[src/rtl/bictr_seq_pkg.sv]
`default_nettype none
// ============================================================================
// Module   : bictr_seq_pkg
// Purpose  : Shared command-op and FSM state encodings for bictr_cmd_seq.
// Revision : 1.0 - initial release
// ============================================================================
package bictr_seq_pkg;

    typedef enum logic [1:0] {
        OP_LOAD = 2'd0,
        OP_UP   = 2'd1,
        OP_DN   = 2'd2,
        OP_TC   = 2'd3
    } op_e;

    typedef enum logic [1:0] {
        ST_IDLE = 2'd0,
        ST_LOAD = 2'd1,
        ST_RUN  = 2'd2,
        ST_TC   = 2'd3
    } state_e;

endpackage
`default_nettype wire

[src/rtl/bictr_seq_lencnt.sv]
`default_nettype none
// ============================================================================
// Module   : bictr_seq_lencnt
// Purpose  : Loadable down-counter with zero flag; paces UP/DN length and TC timeout.
// Revision : 1.0 - initial release
// ============================================================================
module bictr_seq_lencnt #(
    parameter int LEN_W = 8
) (
    input  logic             clk,
    input  logic             reset,
    input  logic             load_en,
    input  logic [LEN_W-1:0] load_val,
    input  logic             dec_en,
    output logic             zero
);

    logic [LEN_W-1:0] count_q;
    logic [LEN_W-1:0] count_d;

    always_comb begin
        count_d = count_q;
        if (load_en) begin
            count_d = load_val;
        end else if (dec_en && (count_q != '0)) begin
            count_d = count_q - LEN_W'(1);
        end
    end

    always_ff @(posedge clk or posedge reset) begin
        if (reset) begin
            count_q <= '0;
        end else begin
            count_q <= count_d;
        end
    end

    assign zero = (count_q == '0);

endmodule
`default_nettype wire

[src/rtl/bictr_cmd_seq.sv]
`default_nettype none
// ============================================================================
// Module   : bictr_cmd_seq
// Purpose  : Command sequencer driving a bidirectional count-to counter.
//            BICTR_SEQ_TC_TIMEOUT_EN enables the TC-operation timeout and err.
// Revision : 1.0 - initial release
// ============================================================================
module bictr_cmd_seq
    import bictr_seq_pkg::*;
#(
    parameter int WIDTH = 8,
    parameter int LEN_W = 8
) (
    input  logic             clk,
    input  logic             reset,
    input  logic             cmd_valid,
    output logic             cmd_ready,
    input  logic [1:0]       cmd_op,
    input  logic [WIDTH-1:0] cmd_data,
    input  logic [LEN_W-1:0] cmd_len,
    output logic [WIDTH-1:0] data,
    output logic             up_dn,
    output logic             load,
    output logic             cen,
    input  logic             tercnt,
    output logic             busy,
    output logic             done,
    output logic             err
);

    state_e           state_q, state_d;
    logic [WIDTH-1:0] data_q, data_d;
    logic             up_dn_q, up_dn_d;
    logic             load_q, load_d;
    logic             cen_q, cen_d;
    logic             done_q, done_d;
    logic             cnt_load, cnt_dec, cnt_zero;
    logic [LEN_W-1:0] len_m1;
    op_e              op;

    assign op = op_e'(cmd_op);
    // Counter holds "cycles remaining after this one", so load len-1.
    assign len_m1 = (cmd_len == '0) ? '0 : (cmd_len - LEN_W'(1));

`ifdef BICTR_SEQ_TC_TIMEOUT_EN
    logic limit_q, limit_d;
    logic err_q, err_d;
`endif

    always_comb begin
        state_d  = state_q;
        data_d   = data_q;
        up_dn_d  = up_dn_q;
        load_d   = 1'b1;
        cen_d    = 1'b0;
        done_d   = 1'b0;
        cnt_load = 1'b0;
        cnt_dec  = 1'b0;
`ifdef BICTR_SEQ_TC_TIMEOUT_EN
        limit_d  = limit_q;
        err_d    = 1'b0;
`endif
        case (state_q)
            ST_IDLE: begin
                if (cmd_valid) begin
                    case (op)
                        OP_LOAD: begin
                            state_d = ST_LOAD;
                            load_d  = 1'b0;
                            data_d  = cmd_data;
                        end
                        OP_UP, OP_DN: begin
                            up_dn_d = (op == OP_UP);
                            if (cmd_len == '0) begin
                                done_d = 1'b1;
                            end else begin
                                state_d  = ST_RUN;
                                cen_d    = 1'b1;
                                cnt_load = 1'b1;
                            end
                        end
                        default: begin
                            state_d  = ST_TC;
                            up_dn_d  = cmd_data[0];
                            cnt_load = 1'b1;
`ifdef BICTR_SEQ_TC_TIMEOUT_EN
                            limit_d  = (cmd_len != '0);
`endif
                        end
                    endcase
                end
            end
            ST_LOAD: begin
                state_d = ST_IDLE;
                done_d  = 1'b1;
            end
            ST_RUN: begin
                if (cnt_zero) begin
                    state_d = ST_IDLE;
                    done_d  = 1'b1;
                end else begin
                    cnt_dec = 1'b1;
                    cen_d   = 1'b1;
                end
            end
            default: begin
                if (tercnt) begin
                    state_d = ST_IDLE;
                    done_d  = 1'b1;
                end else begin
`ifdef BICTR_SEQ_TC_TIMEOUT_EN
                    if (limit_q && cnt_zero) begin
                        state_d = ST_IDLE;
                        done_d  = 1'b1;
                        err_d   = 1'b1;
                    end else begin
                        cnt_dec = 1'b1;
                    end
`endif
                end
            end
        endcase
    end

    always_ff @(posedge clk or posedge reset) begin
        if (reset) begin
            state_q <= ST_IDLE;
            data_q  <= '0;
            up_dn_q <= 1'b1;
            load_q  <= 1'b1;
            cen_q   <= 1'b0;
            done_q  <= 1'b0;
        end else begin
            state_q <= state_d;
            data_q  <= data_d;
            up_dn_q <= up_dn_d;
            load_q  <= load_d;
            cen_q   <= cen_d;
            done_q  <= done_d;
        end
    end

`ifdef BICTR_SEQ_TC_TIMEOUT_EN
    always_ff @(posedge clk or posedge reset) begin
        if (reset) begin
            limit_q <= 1'b0;
            err_q   <= 1'b0;
        end else begin
            limit_q <= limit_d;
            err_q   <= err_d;
        end
    end
    assign err = err_q;
`else
    assign err = 1'b0;
`endif

    bictr_seq_lencnt #(
        .LEN_W (LEN_W)
    ) u_lencnt (
        .clk      (clk),
        .reset    (reset),
        .load_en  (cnt_load),
        .load_val (len_m1),
        .dec_en   (cnt_dec),
        .zero     (cnt_zero)
    );

    assign cmd_ready = (state_q == ST_IDLE);
    assign busy      = (state_q != ST_IDLE);
    assign data      = data_q;
    assign up_dn     = up_dn_q;
    assign load      = load_q;
    assign done      = done_q;
    // TC enable follows tercnt combinationally so the counter never steps past count_to.
    assign cen       = (state_q == ST_TC) ? !tercnt : cen_q;

endmodule
`default_nettype wire

[config.mk]
export PLATFORM = sky130hd
export DESIGN_NAME = bictr_cmd_seq
export DESIGN_NICKNAME = d
export VERILOG_FILES = /design/src/rtl/bictr_seq_pkg.sv /design/src/rtl/bictr_seq_lencnt.sv /design/src/rtl/bictr_cmd_seq.sv
export SDC_FILE = /design/constraint.sdc
export NUM_CORES = 1
export LEC_CHECK = 0
export ABC_AREA = 1
export BUFFER_PORTS_ARGS = -buffer_cell sky130_fd_sc_hd__buf_4
export CAP_MARGIN = 20
export CORE_ASPECT_RATIO = 1.5
export CORE_MARGIN = 5
export CORE_UTILIZATION = 40
export DETAILED_ROUTE_END_ITERATION = 16
export GPL_ROUTABILITY_DRIVEN = 0
export PLACE_DENSITY_LB_ADDON = 0.15
export SETUP_SLACK_MARGIN = 0.02
export SLEW_MARGIN = 40
export SYNTH_ARGS = -nofsm -noshare
export SYNTH_HDL_FRONTEND = slang
export SYNTH_HIERARCHICAL = 1
export SYNTH_SLANG_ARGS = --single-unit
[constraint.sdc]
create_clock -name clk -period 3.35 [get_ports clk]
set_clock_uncertainty 0.05 [all_clocks]
set_input_delay 0.67 -clock clk [delete_from_list [all_inputs] [get_ports clk]]
set_output_delay 0.67 -clock clk [all_outputs]
set_load 0.005 [all_outputs]
---- Word-level counts from Yosys, hierarchy flattened ----
Index checks and enable logic that the tools add are counted.
word-level totals
  register bits after elaboration ......... 22
  output and inout bits ................... 15
operators by class
  $add $sub $neg .......................... 2
  muxes and demuxes ....................... 29
  eq/ne operators ......................... 8
  reductions and logical operators ........ 14
  bitwise operators ....................... 1
operators with widths
  operator             count
  $mux 8               3
  $logic_not 8->1      2
  $mux 1               16
  $sub 8x1->8 const B  2
  $mux 2               4
  $reduce_bool 8->1    1
  $eq 2x2->1 const B   3
  $pmux 1 s2           3
  $pmux 2 s3           1
  $reduce_and 3->1     2
  $eq 2x1->1 const B   2
  $logic_not 2->1      2
  $ne 2x2->1 const B   2
  $pmux 2 s2           1
  $reduce_and 4->1     1
  $reduce_bool 2->1    2
  $reduce_bool 4->1    1
  $ne 3x3->1 const B   1
  $pmux 1 s3           1
  $reduce_or 2->1      1
  $logic_and 1x1->1    1
  $logic_not 1->1      1
  $not 1->1            1

---- Logic depth before layout (Yosys ltp) ----
  word-level depth ........................ 6
  mapped depth ............................ 13
  gate-level depth less buffers ........... 12

---- Hierarchy ----
The synthesis kept the hierarchy.
by module, submodules not included
  module            instances  area an instance (um^2)  cells an instance
  bictr_cmd_seq     1          944.7                    126
  bictr_seq_lencnt  1          633.1                    91

---- Least setup slack after synthesis ----
OpenSTA, ideal clock, no wires.
  kind .................................... input to register
  from .................................... in cmd_len[0]
  to ...................................... reg u_lencnt.count_q[0]
  setup slack ............................. 1338 ps
  arrival time ............................ 1840 ps
  buffers on the path ..................... 1
  stages .................................. 12
  library setup time ...................... 122 ps
  cell sequence ........................... inv_1 > ha_1 > nand2_1 > nor2_1 > nand2_1 > nand2_1 > nand2_1 > inv_1 > buf_2 > nand2_4 > nand2_1 > o21ai_2
between the ends
  longest elaborated chain between the ends .. 6
ends and longest elaborated chain
  what                                                RTL line                RTL
  from (decl)                                         bictr_cmd_seq.sv:20     input logic [LEN_W-1:0] cmd_len,
  $logic_not 8->1 (*)                                 bictr_cmd_seq.sv:74     if (cmd_len == '0) begin
  $mux 1 (*)                                          bictr_cmd_seq.sv:74
  $pmux 1 s2 (*)                                      bictr_cmd_seq.sv:66     case (op)
  $mux 1 (*)                                          bictr_cmd_seq.sv:65     if (cmd_valid) begin
  $mux 1 (*)                                          bictr_cmd_seq.sv:63     case (state_q)
  net cnt_load                                        bictr_cmd_seq.sv:37     logic cnt_load, cnt_dec, cnt_zero;
  $mux 8 / $reduce_bool 2->1 (equally long branches)  --
  to (signal assigned)                                bictr_seq_lencnt.sv:34  count_q <= count_d;
  to (decl)                                           bictr_seq_lencnt.sv:18  logic [LEN_W-1:0] count_q;
The timed path passes the listed nets; every way through them passes the cells marked *.
A chain may end at the register's enable or synchronous reset.

---- Worst setup path in the final report ----
  from .................................... reg state_q[0]
  to ...................................... reg u_lencnt.count_q[5]
RTL lines
  what                                                RTL line              RTL
  from (decl)                                         bictr_cmd_seq.sv:31   state_e state_q, state_d;
  from (signal assigned)                              bictr_cmd_seq.sv:134  state_q <= state_d;
  $logic_not 2->1 (*)                                 bictr_cmd_seq.sv:63
  $mux 1 (*)                                          bictr_cmd_seq.sv:63
  net cnt_load                                        bictr_cmd_seq.sv:37
  $mux 8 / $reduce_bool 2->1 (equally long branches)  --
Marks and branches as above.

==> results.md <==
* Longest Clk Path Bufs at 2
* Clk network pwr share at 0.161
* Synthesized Nets at 248
* Setup WS post-layout at about 0.91 ns
* Antenna Cells at 0
* CTS tree: yes
* Worst R2R End: u_lencnt/count_q[5]
* Post-place setup slack at 0.780 ns
* Total internal power at around 0.92 mW
* Core Util, Final at 0.502
* Critical path fanouts, max at 12
* Largest family of logic cells by synthesized area: simple AND/OR/NAND/NOR gates
* Total power at 1.57 mW
* Reg2Reg Depth at 10
* Area leader, netlist: dfrtp_1
* Row cnt at 28
* # fillers at 389
* Critical path startpoint category: flop
* Tightest Pin Transition at 0.536 ns
* DR WL/cell at 11.4 um
* Slew Limit Fails at 0
* Core ar. at 3890 sq um
* Global-route wire length before repair at 5.62 mm
* Sequential area share after synthesis at 0.351
* Distinct cells, synth at 27
* CTS Buf Count at 3
* Post-place instance area at 1880 sq um
* CP Data Required Time at 3.46 ns
* Final nets at roughly 290
* RSZ-0062 raised after global routing: no
* Post-CTS setup buffers at 0
* Overall routing resource usage at 0.138
* Initial Utilization at 0.406
* Routed Antenna Nets at 0
* Area fraction of the dominant cell type after synthesis at 0.317
* R2R Setup Slk at 0.91 ns
* Launch point of the worst reg-to-reg path: state_q[0]
* # IOs at 37
* MaxCap Viol Count at 0
* Fin. Hold Viols at 0
* VDD IR max at 473 uV
* Net load switching power at 0.646 mW
* Floorplan die height at 86.9 um
* IO Port Bufs at 35
* Compound-Gate Fraction of Synth Area at 0.0714
* Total clock sinks at 22
* DRT iter0 DRCs at 58
* Htree depth at 1
* Final WL at 3.38 mm
* Slew margin rel. at 0.643
* Main flop type after synthesis: dfrtp_1
* Fmax at 410 MHz
* Die area at 5330 sq um
* TNS Setup at 0 ns
* Lkg Pwr at 1.05 nW
* Yosys warnings at 6
* Finish-stage setup viols at 0
* HPWL after DPL at between 2 and 3 mm
* Post-Synth Adder-Cell Area at 0.0714
* Root Driver: clkbuf_8
* Status: finished, final reports clean
* Clock latency at the later pin of the worst-skew pair at 0.26 ns
* Post-route cell area at 1950 sq um
* Largest net degree at the start of global routing at 15
* Net Sw Frac at 0.413
* # DRC at 0
* Synth Register Bits at 22
* Critical Path End Type: flop
* Synth area leaders: dfrtp_1 32%, nand2_1 14%, inv_1 8.3%
* Part of the cycle the worst path needs at 0.727
* Part of the power in registers at 0.317
* Setup CP Type: flop to flop
* Via count at approximately 1400
* Asr flop ratio synth at 1.00
* Layout Area Growth over Synthesis at 23.7%
* Avg Cell Area, Syn at 7.27 sq um
* Worst hold path type: primary input to asynchronous set/reset pin
* Cell area after synthesis at 1580 sq um
* Part of the power in combinational logic at 0.522
* Initial antenna violation count at 0
* Total grt overflow at 0
* Proportion of synthesized area in mux cells at 0.0500
* Post-synth EDFFs at 0
* Simple-Gate Fraction of Synth Area at 0.342
* Pwr Density at 802 nW/um^2
* Worst path arrival time at 2.55 ns
* Routed vias/inst at 4.72
* Final period demand of the worst path at between 2 and 2.5 ns
* Post-Synthesis Cells at 217
* Pre-Repair DR Iteration Count at 4
* Commonest cells post-synth: 58 x nand2_1, 35 x inv_1, 28 x nor2_1
* Post-CTS sizing at 0
* Top-count cell post-synth: nand2_1
* Die width at 61.3 um
* Vias in the first global route at 1379
* Hold-fix buffers, CTS at 0
* Worst-path clk slew at 0.08 ns
* Synth Area in XOR/XNOR at 0.0167
* Share of cells above drive strength 1 at 0.241
[cell families (layout without fill, tap and decap cells)]
kind of cell             after synthesis  in the layout
flip-flops                            22             22
AND/OR/NAND/NOR                      118            118
adder cells (fa/ha/maj)                9              9
buffers and inverters                 39             75
XOR/XNOR                               3              3
other                                  1              1
AO/OA/AOI/OAI                         18             18
multiplexers                           7              7
[worst max-delay path: stages, from the launching register on]
cell,delay (ns)
dfrtp_1,0.42
inv_1,0.10
ha_1,0.33
inv_1,0.16
nor3_4,0.21
nand2_1,0.07
nand2_1,0.26
inv_1,0.26
or2_2,0.35
nand3_2,0.07
nand2_1,0.05
[final cells by class]
type	count	area [sq um]	share of cell area
clock inverters	1	30.0	0.0154
repair buffers	35	263	0.135
flip-flops and latches	22	553	0.283
well taps	45	56.3	0.0288
inverters	36	135	0.0692
clock buffers	3	41.3	0.0212
multi-input cells	156	873	0.447
[cells in the final DEF, fill, tap and decap left out]
cell       count
a21oi_1        3
buf_4         35
bufinv_16      1
clkbuf_8       3
conb_1         1
dfrtp_1       20
dfstp_2        2
ha_1           9
inv_1         35
inv_2          1
mux2_2         7
nand2_1       58
nand2_4        2
nand3_1       21
nand3_2        1
nand3_4        1
nand4_1        1
nor2_1        28
nor2_4         2
nor3_1         2
nor3_4         1
o21ai_0       11
o21ai_2        3
o21ai_4        1
or2_2          1
xnor2_1        2
xor2_1         1
[metrics by stage]
| stage | hold WS, ns | instances |
|---|---|---|
| after global routing | 0.343 | 298 |
| after global placement | 0.427 | 294 |
| final | 0.322 | 298 |
| after floorplan | 0.426 | 217 |
| after detailed placement | 0.432 | 294 |
| after CTS | 0.330 | 298 |
[power groups by stage]
stage	sequential, mW	combinational [mW]	clock (mW)
floorplan	0.486	0.569	0
global placement	0.501	0.824	0
detailed placement	0.501	0.829	0
CTS	0.496	0.833	0.261
global route	0.514	0.927	0.268
finish	0.496	0.817	0.252
[routing by layer]
layer  global-route usage  part of all wire
met1                0.155              0.41
met2                0.250              0.55
met3               0.0237             0.035
met4               0.0473            0.0068
met5                    0                 0
[flip-flops by register name (all words and copies together) (netlist names)]
name / count
cen_q: 1
data: 8
done: 1
load: 1
state_q: 2
u_lencnt/count_q: 8
up_dn: 1
[worst max path at each step]
stage,to,depth (start not counted),slack (ns),start
after CTS,u_lencnt/count_q[5],10,0.91,state_q[0]
final,u_lencnt/count_q[5],10,0.91,state_q[0]
after detailed placement,u_lencnt/count_q[0],12,0.78,cmd_len[0]
after floorplan,u_lencnt/count_q[0],12,1.34,cmd_len[0]
after global routing,u_lencnt/count_q[5],10,0.70,state_q[0]
after global placement,u_lencnt/count_q[0],12,0.81,cmd_len[0]
Power figures use the tool's default switching activity.
